$ cat src/rtl/datapath_filtro.sv
// Biquad IIR arithmetic stage: coefficient bank, delay line, MAC accumulator.
// Ports: clk/reset, muestra_*, coef_*, paso/Sel_cons/Sel_ac/listo in; salida/salida_valid/busy/overrun out.
module datapath_filtro #(
  parameter int W    = 16,
  parameter int CW   = 16,
  parameter int FRAC = 14
) (
  input  logic          clk,
  input  logic          reset,
  input  logic [W-1:0]  muestra_in,
  input  logic          muestra_valid,
  input  logic          coef_we,
  input  logic [2:0]    coef_addr,
  input  logic [CW-1:0] coef_data,
  input  logic          paso,
  input  logic [2:0]    Sel_cons,
  input  logic          Sel_ac,
  input  logic          listo,
  output logic [W-1:0]  salida,
  output logic          salida_valid,
  output logic          busy,
  output logic          overrun
);

  localparam int PW = W + CW;
  localparam int AW = W + CW + 3;

  logic signed [CW-1:0] coef_q [5];
  logic signed [W-1:0]  x0_q, x1_q, x2_q, y1_q, y2_q;
  logic signed [W-1:0]  x0_d, x1_d, x2_d, y1_d, y2_d;
  logic signed [AW-1:0] acc_q, acc_d;
  logic [W-1:0]         sal_q, sal_d;
  logic                 val_q, val_d;
  logic                 busy_q, busy_d;
  logic                 ovr_q, ovr_d;

  logic                 step, fin, take;
  logic signed [CW-1:0] c_sel;
  logic signed [W-1:0]  op_sel;
  logic [PW-1:0]        prod;
  logic signed [AW-1:0] prod_x, acc_nx, shr;
  logic signed [W-1:0]  y;

  always_comb begin
    step = paso & busy_q;
    fin  = step & listo;
    take = muestra_valid & (~busy_q | fin);

    c_sel  = '0;
    op_sel = '0;
    case (Sel_cons)
      3'd0: begin c_sel = coef_q[0]; op_sel = x0_q; end
      3'd1: begin c_sel = coef_q[1]; op_sel = x1_q; end
      3'd2: begin c_sel = coef_q[2]; op_sel = x2_q; end
      3'd3: begin c_sel = coef_q[3]; op_sel = y1_q; end
      3'd4: begin c_sel = coef_q[4]; op_sel = y2_q; end
      default: begin c_sel = '0; op_sel = '0; end
    endcase

    // Both factors sign-extended to PW bits: the low PW bits of the
    // product are then the exact signed product.
    prod   = {{W{c_sel[CW-1]}}, c_sel} * {{CW{op_sel[W-1]}}, op_sel};
    prod_x = {{(AW-PW){prod[PW-1]}}, prod};
    acc_nx = Sel_ac ? acc_q + prod_x : prod_x;
    shr    = acc_nx >>> FRAC;

    // In range only if all bits above the output sign bit match it.
    if (shr[AW-1:W-1] == {(AW-W+1){shr[AW-1]}})
      y = shr[W-1:0];
    else if (shr[AW-1])
      y = {1'b1, {(W-1){1'b0}}};
    else
      y = {1'b0, {(W-1){1'b1}}};

    x0_d   = x0_q;
    x1_d   = x1_q;
    x2_d   = x2_q;
    y1_d   = y1_q;
    y2_d   = y2_q;
    acc_d  = acc_q;
    sal_d  = sal_q;
    val_d  = 1'b0;
    busy_d = busy_q;
    ovr_d  = ovr_q;

    if (step)
      acc_d = acc_nx;
    if (fin) begin
      sal_d  = y;
      val_d  = 1'b1;
      x2_d   = x1_q;
      x1_d   = x0_q;
      y2_d   = y1_q;
      y1_d   = y;
      busy_d = 1'b0;
    end
    if (take) begin
      x0_d   = muestra_in;
      busy_d = 1'b1;
    end else if (muestra_valid) begin
      ovr_d = 1'b1;
    end
  end

  always_ff @(posedge clk) begin
    if (reset) begin
      for (int i = 0; i < 5; i++)
        coef_q[i] <= '0;
      x0_q   <= '0;
      x1_q   <= '0;
      x2_q   <= '0;
      y1_q   <= '0;
      y2_q   <= '0;
      acc_q  <= '0;
      sal_q  <= '0;
      val_q  <= 1'b0;
      busy_q <= 1'b0;
      ovr_q  <= 1'b0;
    end else begin
      for (int i = 0; i < 5; i++)
        if (coef_we && coef_addr == 3'(i))
          coef_q[i] <= coef_data;
      x0_q   <= x0_d;
      x1_q   <= x1_d;
      x2_q   <= x2_d;
      y1_q   <= y1_d;
      y2_q   <= y2_d;
      acc_q  <= acc_d;
      sal_q  <= sal_d;
      val_q  <= val_d;
      busy_q <= busy_d;
      ovr_q  <= ovr_d;
    end
  end

  assign salida       = sal_q;
  assign salida_valid = val_q;
  assign busy         = busy_q;
  assign overrun      = ovr_q;

endmodule

$ cat config.mk
export PLATFORM = sky130hd
export DESIGN_NAME = datapath_filtro
export DESIGN_NICKNAME = d
export VERILOG_FILES = /design/src/rtl/datapath_filtro.sv
export SDC_FILE = /design/constraint.sdc
export NUM_CORES = 1
export LEC_CHECK = 0
export ABC_AREA = 1
export CAP_MARGIN = 20
export CORE_MARGIN = 3
export CORE_UTILIZATION = 60
export CTS_CLUSTER_DIAMETER = 80
export DETAILED_ROUTE_END_ITERATION = 10
export PLACE_DENSITY_LB_ADDON = 0.12
export SYNTH_ARGS = -nofsm -noshare
export SYNTH_HDL_FRONTEND = slang
export SYNTH_SLANG_ARGS = --single-unit
$ cat constraint.sdc
create_clock -name clk -period 24.8 [get_ports clk]
set_input_delay 6.2 -clock clk [delete_from_list [all_inputs] [get_ports clk]]
set_output_delay 6.2 -clock clk [all_outputs]
set_load 0.02 [all_outputs]
After elaboration in Yosys (flattened, before gate mapping)
Memories as Yosys holds them, arrays and structs flattened.
Cells that the tools add are included.
{ "op_classes": {"n_mux": 30, "eq_ne": 9, "n_addsub": 1, "multipliers": 1, "bitwise": 11, "n_reduce_logical": 9} }
{ "ops": {"columns": ["cell", "n"], "rows": [
  ["16-bit case mux with 5 select lines", 2],
  ["16-bit two-way mux", 7],
  ["35-bit by 32-bit adder with 35-bit output", 1],
  ["35-bit two-way mux", 1],
  ["16-bit by 16-bit multiplier with 32-bit output", 1],
  ["1-bit two-way mux", 20],
  ["3-bit by 2-bit == test with 1-bit output, second input constant", 4],
  ["3-bit by 1-bit == test with 1-bit output, second input constant", 2],
  ["3-bit == test, second input constant", 2],
  ["3-bit zero test", 2],
  ["1-bit OR", 6],
  ["5-bit == test", 1],
  ["1-bit logical AND", 5],
  ["1-bit AND", 3],
  ["1-bit inverter", 2],
  ["2-bit AND reduction", 1],
  ["2-bit nonzero test", 1]
]} }
{ "totals": {"word_cells": 71, "mem_count": 1, "out_inout_bits": 19, "ramBits": 80, "in_bits": 45, "regBits": 118} }
{ "memory_table": {"columns": ["memory", "words", "width", "read_ports", "rd_clocked_by_memory_dff", "write_ports", "line", "rtl"], "rows": [
  ["coef_q", 5, 16, 5, 0, 5, "28", "logic signed [CW-1:0] coef_q [5];"]
]} }

Logic depth before layout (Yosys ltp)
{ "depth": {"ltp_word": 7, "mapped_depth": 56, "mapped_depth_nobuf": 52} }

Worst setup path before layout
Ideal clock, no wire load.
{ "synth_path": {"path_kind": "input port to flip-flop", "start": "input port Sel_cons[2]", "end": "register sal_q[0] (netlist: salida[0])", "required_time_ps": 24678, "setup_slack_ps": 10568, "path_buffers": 4, "stages": 43, "t_arrival_ps": 14110, "setup_time_ps": 122, "cell_sequence": "buf_2 inv_1 nand3_1 clkbuf_1 o22ai_1 a221oi_1 and2_1 clkbuf_1 nor2_1 fa_1 inv_1 fa_1 fa_1 fa_1 inv_1 fa_1 inv_1 fa_1 [7 not listed] nand2_1 nand3b_1 and2_1 ha_1 a21oi_1 a21boi_2 nand2_1 a21oi_1 nand3_1 nand2_1 nand3_1 nand2_1 nand2_1 o21ai_1 nand2_1 inv_2 buf_4 a21oi_2"} }
{ "synth_via": {"elab_chain_cells": 7, "word_cells_on_any_way": 13, "classes_between": "add/sub (1); mul (1); eq/ne (5); mux (5); reduce/logical (1)"} }
{ "synth_rtl": {"columns": ["element", "line", "rtl"], "rows": [
  ["start, declared", "16", "input logic [2:0] Sel_cons,"],
  ["3-bit == test, or another cell as far along", "51", "case (Sel_cons)"],
  ["16-bit case mux with 5 select lines", "51", null],
  ["16-bit by 16-bit multiplier with 32-bit output (*)", "62", "prod = {{W{c_sel[CW-1]}}, c_sel} * {{CW{op_sel[W-1]}}, op_sel};"],
  ["35-bit by 32-bit adder with 35-bit output", "64", "acc_nx = Sel_ac ? acc_q + prod_x : prod_x;"],
  ["35-bit two-way mux (*)", "64", null],
  ["5-bit == test / 16-bit two-way mux (equally long branches)", "68, 70", null],
  ["16-bit two-way mux (*)", "68", "if (shr[AW-1:W-1] == {(AW-W+1){shr[AW-1]}})"],
  ["end signal, assigned", "129", "sal_q <= sal_d;"],
  ["end, declared", "32", "logic [W-1:0] sal_q, sal_d;"]
]} }
Every way passes the cells marked *; elsewhere a longest branch is shown, timed or not.
A chain may end at the register's enable or synchronous reset.

Worst setup path after layout
{ "layout_path": {"start": "input port Sel_cons[1]", "end": "register sal_q[10] (netlist: salida[10])"} }
The elaborated chain is that of the path after synthesis.

==> results.json <==
{
  "whs_path_depth": 2,
  "r2r_end": "salida[10]$_SDFFE_PP0P_",
  "synth_top_area_share_pct": 25.5,
  "cts_tree": "built",
  "cpMostUsedCell": "nand2_1",
  "grt.overflow.total": 0,
  "slew_viol_final": 0,
  "grt_pass1_wl_um": 91600,
  "numClockSinks": 198,
  "reg2reg_slack_ps": 15340,
  "initialDrtViolationCount": 1420,
  "utilization_pct": 66.0,
  "avgSynthCellArea_um2": 7.80,
  "path_clk_slew_ps": 80,
  "synthToLayoutAreaGrowth_pct": 7.75,
  "r2r_cells": 38,
  "gp_congestion": 0.969,
  "htreeDepth": 4,
  "ys_async_sr_fraction_pct": 0,
  "hold_viol": 0,
  "cp-end-kind": "flip-flop",
  "relSlewSlack_pct": 37.1,
  "critPathRequiredTime_ps": 25190,
  "initial_utilization_pct": 61.2,
  "layout_setup_ws_ps": 8470,
  "cts_setup_buffers": 0,
  "r2r_start": "salida[1]$_SDFFE_PP0P_",
  "critPathArrivalTime_ps": 16720,
  "netlist_area_um2": 20600,
  "post-place-ws_ps": 8200,
  "num_antenna_cells": 0,
  "rsz0062_at_grt": "false",
  "wire_per_inst_um": 18.5,
  "track_usage_pct": 32.5,
  "cts-resized-gates": 0,
  "leakagePower_nw": 11.0,
  "drv_cap": 0,
  "crit_fanout": 18,
  "ys_types": 46,
  "fmax_mhz": 61.2,
  "ant_nets": 0,
  "ios": 64,
  "cts_root_buf": "clkbuf_16",
  "p_per_area_nw_per_um2": 44.1,
  "synth_edf_count": 80,
  "start_kind": "primary input",
  "criticalPathCategory": "primary input to flip-flop",
  "synth_ff_type": "dfxtp_1",
  "worstHoldStart": "y2_q[11]$_SDFFE_PP0P_",
  "vias": 17400,
  "wirelength_um": 57900,
  "io_buffers": 63,
  "hold_buffers": 0,
  "die_y_um": 191,
  "coreArea_um2": 33700,
  "worst_pin_slew_ps": 944,
  "synth_area_leader_cell": "fa_1",
  "finalSetupTns_ps": 0,
  "grt_max_degree": 71,
  "yosysWarnings": 0,
  "cpPeakStageDelay_ps": 860,
  "viasPerCell": 5.56,
  "worst_path_max_delay_cell": "fa_1",
  "cts_inserted_buffers": 17,
  "clkLatencyLatePin_ps": 460,
  "status": "complete, no violations",
  "dp_cells": 3089,
  "synth_area_leaders": "fa_1, edfxtp_1, dfxtp_1",
  "hp-class": "flip-flop to flip-flop",
  "synth_nets": 3072,
  "cts_buffer_depth": 2,
  "drive_gt1_share_pct": 4.56,
  "finalSetupViolCount": 0,
  "dp_hpwl_um": 45600,
  "finalPower_w": 0.000980,
  "finalNetCount": 3087,
  "fin_cells": 3121,
  "hold_end": "y2_q[11]$_SDFFE_PP0P_",
  "dieArea_um2": 36600,
  "min_period_ps": 16330,
  "rows": 67,
  "ys_seq_area_share_pct": 23.1,
  "ys_seq_elements": 198,
  "antenna_found_initial": 1,
  "vdd_ir_drop_max_mv": 0.0632,
  "syn_inst": 2645,
  "drcViolationCount": 0,
  "grt_pass1_vias": 17400,
  "skew_ps": 11.6,
  "dr.pass1.iters": 5,
  "post-route-period-util_pct": 65.9,
  "dieWidth_um": 191
}
critical path: cells and delay by family:
| family | cells | cell delay (ps) |
|---|---|---|
| compound gates | 3 | 760 |
| fa+ha+maj | 8 | 4080 |
| buf+inv | 9 | 2150 |
| simple gates | 22 | 3500 |
sequential cells by signal (all words and copies together), names as in the netlist:
register      flops
overrun           1
acc_q            35
busy              1
x1_q             16
coef_q           80
salida           16
salida_valid      1
x2_q             16
y2_q             16
x0_q             16
cell type report:
class	count	area, um^2
well taps	448	561
repair buffers	84	783
multi-input cells	1824	13500
clock buffers	17	425
inverters	535	2010
flip-flops and latches	198	4760
clock inverters	15	168
fillers	2955	11500
worst max-delay path by stage:
stage	start	to	slack (ps)	cells past startpoint
final	Sel_cons[1]	salida[10]$_SDFFE_PP0P_	8470	42
after global routing	Sel_cons[1]	salida[10]$_SDFFE_PP0P_	7900	42
after CTS	Sel_cons[1]	salida[10]$_SDFFE_PP0P_	8660	42
after detailed placement	Sel_cons[1]	salida[10]$_SDFFE_PP0P_	8200	42
after global placement	Sel_cons[1]	salida[11]$_SDFFE_PP0P_	8420	41
after floorplan	Sel_cons[2]	salida[0]$_SDFFE_PP0P_	10570	43
per-stage QoR:
| step | area (um^2) | hold slack, ps |
|---|---|---|
| global route | 22200 | 487 |
| global placement | 21600 | 441 |
| finish | 22200 | 458 |
| floorplan | 20600 | 430 |
| detailed placement | 21600 | 448 |
| CTS | 22200 | 458 |
metal layers:
layer,global-route usage (%),part of all wire [%],vias up
li1,-,-,8188
met3,7.13,8.8,106
met4,11.0,2.9,0
met5,0,0,-
met2,51.4,46,695
met1,44.6,42,8364
cells in the final DEF (no fill, tap or decap), types with 17 or more instances in the layout:
cell type,count
and2_1,25
ha_1,119
nor2_1,320
a21oi_1,145
dfxtp_1,118
xor2_1,19
fa_1,263
clkdlybuf4s50_1,62
inv_1,525
nand2_1,537
buf_4,21
o22ai_1,17
o21ai_0,130
clkbuf_16,17
edfxtp_1,80
nand2_2,25
a221oi_1,32
nand3_1,84
Yosys cell counts, types with 2 or more instances:
cell / instances
nor3_1: 4
xor2_1: 19
nand2_2: 24
nor2_2: 3
o211ai_1: 9
buf_2: 19
a21boi_2: 2
and2_1: 25
clkbuf_1: 63
o21ai_0: 130
inv_2: 5
a21oi_2: 15
a21o_1: 10
a31oi_1: 3
dfxtp_1: 118
o22ai_1: 17
a221oi_1: 32
edfxtp_1: 80
nor4_1: 4
fa_1: 263
ha_1: 119
a21oi_1: 145
clkinv_1: 5
or2_2: 3
nand4_1: 5
o21bai_1: 11
nor2_1: 320
o21ai_1: 2
nand2_1: 538
inv_1: 525
nand3_2: 6
nand3_1: 84
xnor2_1: 15
buf_1: 4
nand3b_1: 5
o41ai_1: 3
cells by family after synthesis:
kind of cell | share of synthesized area (%)
AND/OR/NAND/NOR | 20.4
flip-flops | 23.1
XOR/XNOR | 1.44
adder cells (fa/ha/maj) | 32.7
buffers and inverters | 11.5
AO/OA/AOI/OAI | 10.8
power by group:
group          internal [W]  leakage [nW]  switching [W]
combinational      0.000107          8.96       0.000222
clock              0.000143         0.289       0.000139
sequential         0.000359          1.74      0.0000100
total              0.000609          11.0       0.000371
Note: power is estimated with default switching activity, not from simulation.
